## src/rtl/ts_pkg.sv

```systemverilog
// Shared types and constants for the UDP event timestamper.
package ts_pkg;

  localparam int ID_W  = 16;
  localparam int TS_W  = 64;
  localparam int CNT_W = 16;

  typedef struct packed {
    logic [ID_W-1:0] id;
    logic [TS_W-1:0] start_ts;
    logic [TS_W-1:0] end_ts;
    logic [TS_W-1:0] delta;
  } ts_result_t;

endpackage

```

## src/rtl/ts_result_fifo.sv

```systemverilog
// First-word-fall-through result FIFO; a push on a full FIFO succeeds only when a pop happens in the same cycle.
module ts_result_fifo #(
  parameter int DEPTH = 4,
  parameter int W     = 8
) (
  input  logic         clk,
  input  logic         rst_n,
  input  logic         push,
  input  logic [W-1:0] push_data,
  output logic         full,
  input  logic         pop,
  output logic         empty,
  output logic [W-1:0] pop_data
);

  localparam int AW = (DEPTH > 1) ? $clog2(DEPTH) : 1;

  logic [W-1:0] mem [DEPTH];
  logic [AW:0]  wr_ptr;
  logic [AW:0]  rd_ptr;
  logic         do_push;
  logic         do_pop;

  assign empty    = (wr_ptr == rd_ptr);
  assign full     = (wr_ptr[AW] != rd_ptr[AW]) && (wr_ptr[AW-1:0] == rd_ptr[AW-1:0]);
  assign do_pop   = pop && !empty;
  assign do_push  = push && (!full || do_pop);
  assign pop_data = mem[rd_ptr[AW-1:0]];

  always_ff @(posedge clk or negedge rst_n) begin
    if (!rst_n) begin
      wr_ptr <= '0;
      rd_ptr <= '0;
    end else begin
      if (do_push) wr_ptr <= wr_ptr + (AW+1)'(1);
      if (do_pop)  rd_ptr <= rd_ptr + (AW+1)'(1);
    end
  end

  always_ff @(posedge clk) begin
    if (do_push) mem[wr_ptr[AW-1:0]] <= push_data;
  end

endmodule

```

## src/rtl/udp_ev_timestamper.sv

```systemverilog
// Pairs start/end events by ID, timestamps both against a free-running counter
// and queues {id, start, end, delta} results for a ready/valid consumer.
module udp_ev_timestamper
  import ts_pkg::*;
#(
  parameter int ID_W      = 16,
  parameter int TS_W      = 64,
  parameter int DEPTH     = 8,
  parameter int RES_DEPTH = 4
) (
  input  logic             clk,
  input  logic             rst_n,
  input  logic             start_valid,
  input  logic [ID_W-1:0]  start_id,
  input  logic             end_valid,
  input  logic [ID_W-1:0]  end_id,
  output logic             out_valid,
  input  logic             out_ready,
  output logic [ID_W-1:0]  out_id,
  output logic [TS_W-1:0]  out_start_ts,
  output logic [TS_W-1:0]  out_end_ts,
  output logic [TS_W-1:0]  out_delta,
  output logic [TS_W-1:0]  ts_now,
  output logic [CNT_W-1:0] cnt_start_drop,
  output logic [CNT_W-1:0] cnt_end_miss,
  output logic [CNT_W-1:0] cnt_res_drop
);

  localparam int IDX_W = $clog2(DEPTH);
  localparam int RES_W = ID_W + 3*TS_W;

  function automatic logic [CNT_W-1:0] sat_inc(input logic [CNT_W-1:0] c);
    return (&c) ? c : c + CNT_W'(1);
  endfunction

  function automatic logic [IDX_W-1:0] first_set(input logic [DEPTH-1:0] v);
    logic [IDX_W-1:0] idx;
    idx = '0;
    for (int i = DEPTH-1; i >= 0; i--) begin
      if (v[i]) idx = IDX_W'(i);
    end
    return idx;
  endfunction

  // Reset asserts asynchronously, releases two clocks after rst_n rises.
  logic [1:0] rst_sync;
  logic       rst_n_int;

  always_ff @(posedge clk or negedge rst_n) begin
    if (!rst_n) rst_sync <= '0;
    else        rst_sync <= {rst_sync[0], 1'b1};
  end

  assign rst_n_int = rst_sync[1];

  logic [TS_W-1:0] ts_q;

  always_ff @(posedge clk or negedge rst_n_int) begin
    if (!rst_n_int) ts_q <= '0;
    else            ts_q <= ts_q + TS_W'(1);
  end

  assign ts_now = ts_q;

  logic [DEPTH-1:0] slot_vld;
  logic [ID_W-1:0]  slot_id [DEPTH];
  logic [TS_W-1:0]  slot_ts [DEPTH];

  logic [DEPTH-1:0] end_match;
  logic [DEPTH-1:0] start_match;
  logic [DEPTH-1:0] start_keep;
  logic [IDX_W-1:0] end_idx;
  logic [IDX_W-1:0] ovr_idx;
  logic [IDX_W-1:0] alloc_idx;
  logic             end_hit;
  logic             end_miss;
  logic             start_ovr;
  logic             start_new;
  logic             start_alloc;
  logic             start_drop;

  always_comb begin
    end_match   = '0;
    start_match = '0;
    for (int i = 0; i < DEPTH; i++) begin
      end_match[i]   = slot_vld[i] && (slot_id[i] == end_id);
      start_match[i] = slot_vld[i] && (slot_id[i] == start_id);
    end
  end

  // A slot the end is clearing this cycle is neither overwritten nor reallocated.
  assign start_keep  = start_match & ~({DEPTH{end_valid}} & end_match);
  assign end_hit     = end_valid && (|end_match);
  assign end_miss    = end_valid && !(|end_match);
  assign start_ovr   = start_valid && (|start_keep);
  assign start_new   = start_valid && !start_ovr;
  assign start_alloc = start_new && !(&slot_vld);
  assign start_drop  = start_new && (&slot_vld);
  assign end_idx     = first_set(end_match);
  assign ovr_idx     = first_set(start_keep);
  assign alloc_idx   = first_set(~slot_vld);

  always_ff @(posedge clk or negedge rst_n_int) begin
    if (!rst_n_int) begin
      slot_vld <= '0;
    end else begin
      if (end_hit)     slot_vld[end_idx]   <= 1'b0;
      if (start_alloc) slot_vld[alloc_idx] <= 1'b1;
    end
  end

  always_ff @(posedge clk) begin
    if (start_alloc) begin
      slot_id[alloc_idx] <= start_id;
      slot_ts[alloc_idx] <= ts_q;
    end
    if (start_ovr) slot_ts[ovr_idx] <= ts_q;
  end

  logic             fifo_full;
  logic             fifo_empty;
  logic             fifo_pop;
  logic             res_drop;
  logic [TS_W-1:0]  hit_start_ts;
  logic [RES_W-1:0] res_din;
  logic [RES_W-1:0] res_dout;

  assign hit_start_ts = slot_ts[end_idx];
  assign res_din      = {slot_id[end_idx], hit_start_ts, ts_q, ts_q - hit_start_ts};
  assign fifo_pop     = out_valid && out_ready;
  assign res_drop     = end_hit && fifo_full && !fifo_pop;

  ts_result_fifo #(
    .DEPTH (RES_DEPTH),
    .W     (RES_W)
  ) u_fifo (
    .clk       (clk),
    .rst_n     (rst_n_int),
    .push      (end_hit),
    .push_data (res_din),
    .full      (fifo_full),
    .pop       (fifo_pop),
    .empty     (fifo_empty),
    .pop_data  (res_dout)
  );

  assign out_valid = !fifo_empty;
  assign {out_id, out_start_ts, out_end_ts, out_delta} = res_dout;

  always_ff @(posedge clk or negedge rst_n_int) begin
    if (!rst_n_int) begin
      cnt_start_drop <= '0;
      cnt_end_miss   <= '0;
      cnt_res_drop   <= '0;
    end else begin
      if (start_drop) cnt_start_drop <= sat_inc(cnt_start_drop);
      if (end_miss)   cnt_end_miss   <= sat_inc(cnt_end_miss);
      if (res_drop)   cnt_res_drop   <= sat_inc(cnt_res_drop);
    end
  end

endmodule

```

## config.mk

```make
export PLATFORM = sky130hd
export DESIGN_NAME = udp_ev_timestamper
export DESIGN_NICKNAME = d
export VERILOG_FILES = /design/src/rtl/ts_pkg.sv /design/src/rtl/ts_result_fifo.sv /design/src/rtl/udp_ev_timestamper.sv
export SDC_FILE = /design/constraint.sdc
export NUM_CORES = 2
export LEC_CHECK = 0
export BUFFER_PORTS_ARGS = -buffer_cell sky130_fd_sc_hd__buf_2
export CORE_MARGIN = 4
export CORE_UTILIZATION = 25
export CTS_CLUSTER_DIAMETER = 30
export DETAILED_ROUTE_END_ITERATION = 7
export PLACE_DENSITY_LB_ADDON = 0.05
export SYNTH_ARGS = -nofsm -noshare
export SYNTH_HDL_FRONTEND = slang
export SYNTH_SLANG_ARGS = --single-unit
export TNS_END_PERCENT = 50
```

## constraint.sdc

```tcl
create_clock -name clk -period 11.7 [get_ports clk]
set_clock_uncertainty 0.05 [all_clocks]
set_input_delay 1.755 -clock clk [delete_from_list [all_inputs] [get_ports clk]]
set_output_delay 1.755 -clock clk [all_outputs]
set_load 0.005 [all_outputs]
```

==> out/results.ini <==
[timing]
rsz0062_at_grt=no
fin_crit_ns=10.19
hold_violations=0
maxSlewHeadroom=0.217
fin_hold_ws_ns=0.270
fin_crit_sh=0.871
fin_setup_tns_ns=0
tightestPinTransition_ns=1.17
slew_viol_final=0
setup_violations=0
fmax_mhz=98.1

[critical_path]
worstSetupPathType=in -> reg
crit_fanout=10
cpPeakStageDelay_ns=0.63
crit_top_cell=nand2_1
worstPathArrival_ns=10.75
end_kind=flip-flop
crit_slowest_cell=or4_1
crit_path_start_kind=primary input
crit_required_ns=12.26
rr_worst_depth=29

[layout]
area_delta_synth_final_pct=31.0
regArea_um2=47400
multiInputGateArea_um2=19600
fin_nets=5124
drive_above_1_share=0.275
fill_cells=26500

[grt]
grt_max_degree=95
grt_antenna_before_repair=16
grt_usage=0.166
grt_overflow=0
first_global_vias=43400
grt_pass1_wl_um=336000

[synth]
synth_area_um2=68400
yosysUniqueCellTypes=100
synthTopCellsByCount=edfxtp_1 (1472), nand2_1 (491), xnor2_1 (226)
synth.most_common_cell=edfxtp_1
ys_seq_area_frac=0.693
ys_async_sr_fraction=0.0800
synth.avg_cell_area_um2=15.8
ys_top_cells_by_area=edfxtp_1 (65%), mux4_2 (6.8%), dfrtp_1 (4.7%), xnor2_1 (2.9%), nand2_1 (2.7%)
synth_top_area_cell=edfxtp_1
synth_top_area_frac=0.646
synth_edf_count=1472
ys_seq_elements=1600
ys.flop_type=edfxtp_1
yosys_warnings=0
syn_nets=4437
synth_cells=4341

[clock_network]
path_clk_slew_ns=0.04
tritoncts=yes
postCtsSetupBuffers=0
clk_latency_ns=0.94
cts_resized=0
htree_levels=5
clock-sinks=1600
cts_inserted_buffers=433
ctsHoldBuffers=0
clockBufferDepth=4
ctsRootBufferMaster=clkbuf_16

[placed_design]
numPortBuffers=357
place.gp.congestion=0.873
hpwlAfterDp_um=155000

[floorplanning]
io_pins=358
initial_utilization=0.252
row_count=191
die_width_um=531
coreArea_um2=271000
die_y_um=531
die-area_um2=282000

[route]
wl_per_cell_um=26.5
dr_total_vias=40800
ant_nets=0
wl_um=238000
route.detailed.drc=0
drtPass1Iterations=7
via_per_inst=4.54
initialDrtViolationCount=2299

[worst_hold_path]
hold_class=reg -> async

[power_and_ir_drop]
ir_drop_uv=140
powerDensity_nw_per_um2=241
p_leak_nw=32.9

[run_status]
status=finished clean

[flow_run]
maxCapViolations=0

[path summary, 6_finish.rpt]
check,start,slack [ns],to
setup / recovery,end_id[1],1.51,u_fifo.mem[1][58]
hold / removal,rst_sync[1],0.27,ts_now[55]
setup reg to reg,slot_id[3][0],2.01,u_fifo.mem[1][58]
hold reg to reg,rst_sync[1],0.27,ts_now[55]
max in group asynchronous,rst_sync[1],10.11,ts_now[29]
min in group clk,rst_sync[0],0.29,rst_sync[1]
[metrics by stage]
step	setup slack, ns	area, µm²	std cells	total power [mW]	utilization
2_1_floorplan	1.85	68400	4341	8.69	-
3_3_place_gp	0.713	74900	8163	10.2	0.276
3_5_place_dp	0.586	74900	8163	10.2	0.276
4_1_cts	1.53	89600	8977	22.0	0.330
5_1_grt	1.01	89600	8980	22.6	0.330
6_report	1.51	89600	8991	21.6	0.330
[cell usage in the layout, fill, tap and decap left out, drive strengths merged, types with 12 or more instances in the layout]
cell type and n:
edfxtp 1472, clkbuf 546, buf 501, nand2 493, xnor2 227, mux4 208
xor2 207, a21oi 196, clkinv 184, mux2i 153, dfrtp 128, nor2 111
nand3 100, inv 97, o21ai 60, nor4 59, ha 58, bufinv 56
nand4 51, and3 51, o221a 47, nor3 40, a21o 34, o221ai 22
clkinvlp 21, and2 21, a2111oi 20, nor2b 17, o211ai 15, diode 14
nand2b 14, and4 14, a31oi 12, mux2 12, or3 12, or2 12
[worst max-delay path: cells and delay by family]
kind,cells,cell delay (ns)
buffers and inverters,2,0.51
AOI/OAI and AO/OA,15,4.63
xor gates and xnor gates,1,0.22
and+or+nand+nor,11,3.10
adders and majority gates,2,0.50
[layout make-up]
cell class                      count  share of cell area
Tap cell                         3570              0.0499
Inverter                           90             0.00377
Antenna cell                       14            0.000391
Sequential cell                  1600               0.529
Timing Repair Buffer              501              0.0342
Clock inverter                    268              0.0361
Clock buffer                      546               0.128
Multi-Input combinational cell   2402               0.218
[state kept, by name, indices dropped and copies added (netlist names)]
name            flops
u_fifo.mem        832
slot_ts           512
slot_id           128
ts_now             64
cnt_end_miss       16
cnt_res_drop       16
cnt_start_drop     16
slot_vld            8
u_fifo.rd_ptr       3
u_fifo.wr_ptr       3
rst_sync            2
[routing by layer]
layer  GRT usage  wire length, µm
met5           0               69
met4      0.0437             5710
met3      0.0344            11100
met2       0.271           113000
met1       0.223           108000
[cells by family (layout without fill, tap and decap cells)]
family | after synthesis | count (layout) | synth area share
AND/OR/NAND/NOR | 1025 | 1025 | 0.0711
multiplexers | 373 | 373 | 0.0929
flip-flops | 1600 | 1600 | 0.693
adder cells (fa/ha/maj) | 68 | 68 | 0.0122
other | 1 | 15 | 0.0000548
buffers and inverters | 339 | 1405 | 0.0233
XOR/XNOR | 434 | 434 | 0.0557
AO/OA/AOI/OAI | 501 | 501 | 0.0516
[where the power goes]
group	switching, mW	internal, mW	total, mW
clock	3.57	8.10	11.7
sequential	0.260	6.70	6.96
combinational	1.76	1.21	2.97
total	5.59	16.0	21.6
(Power assumes the default switching activity.)
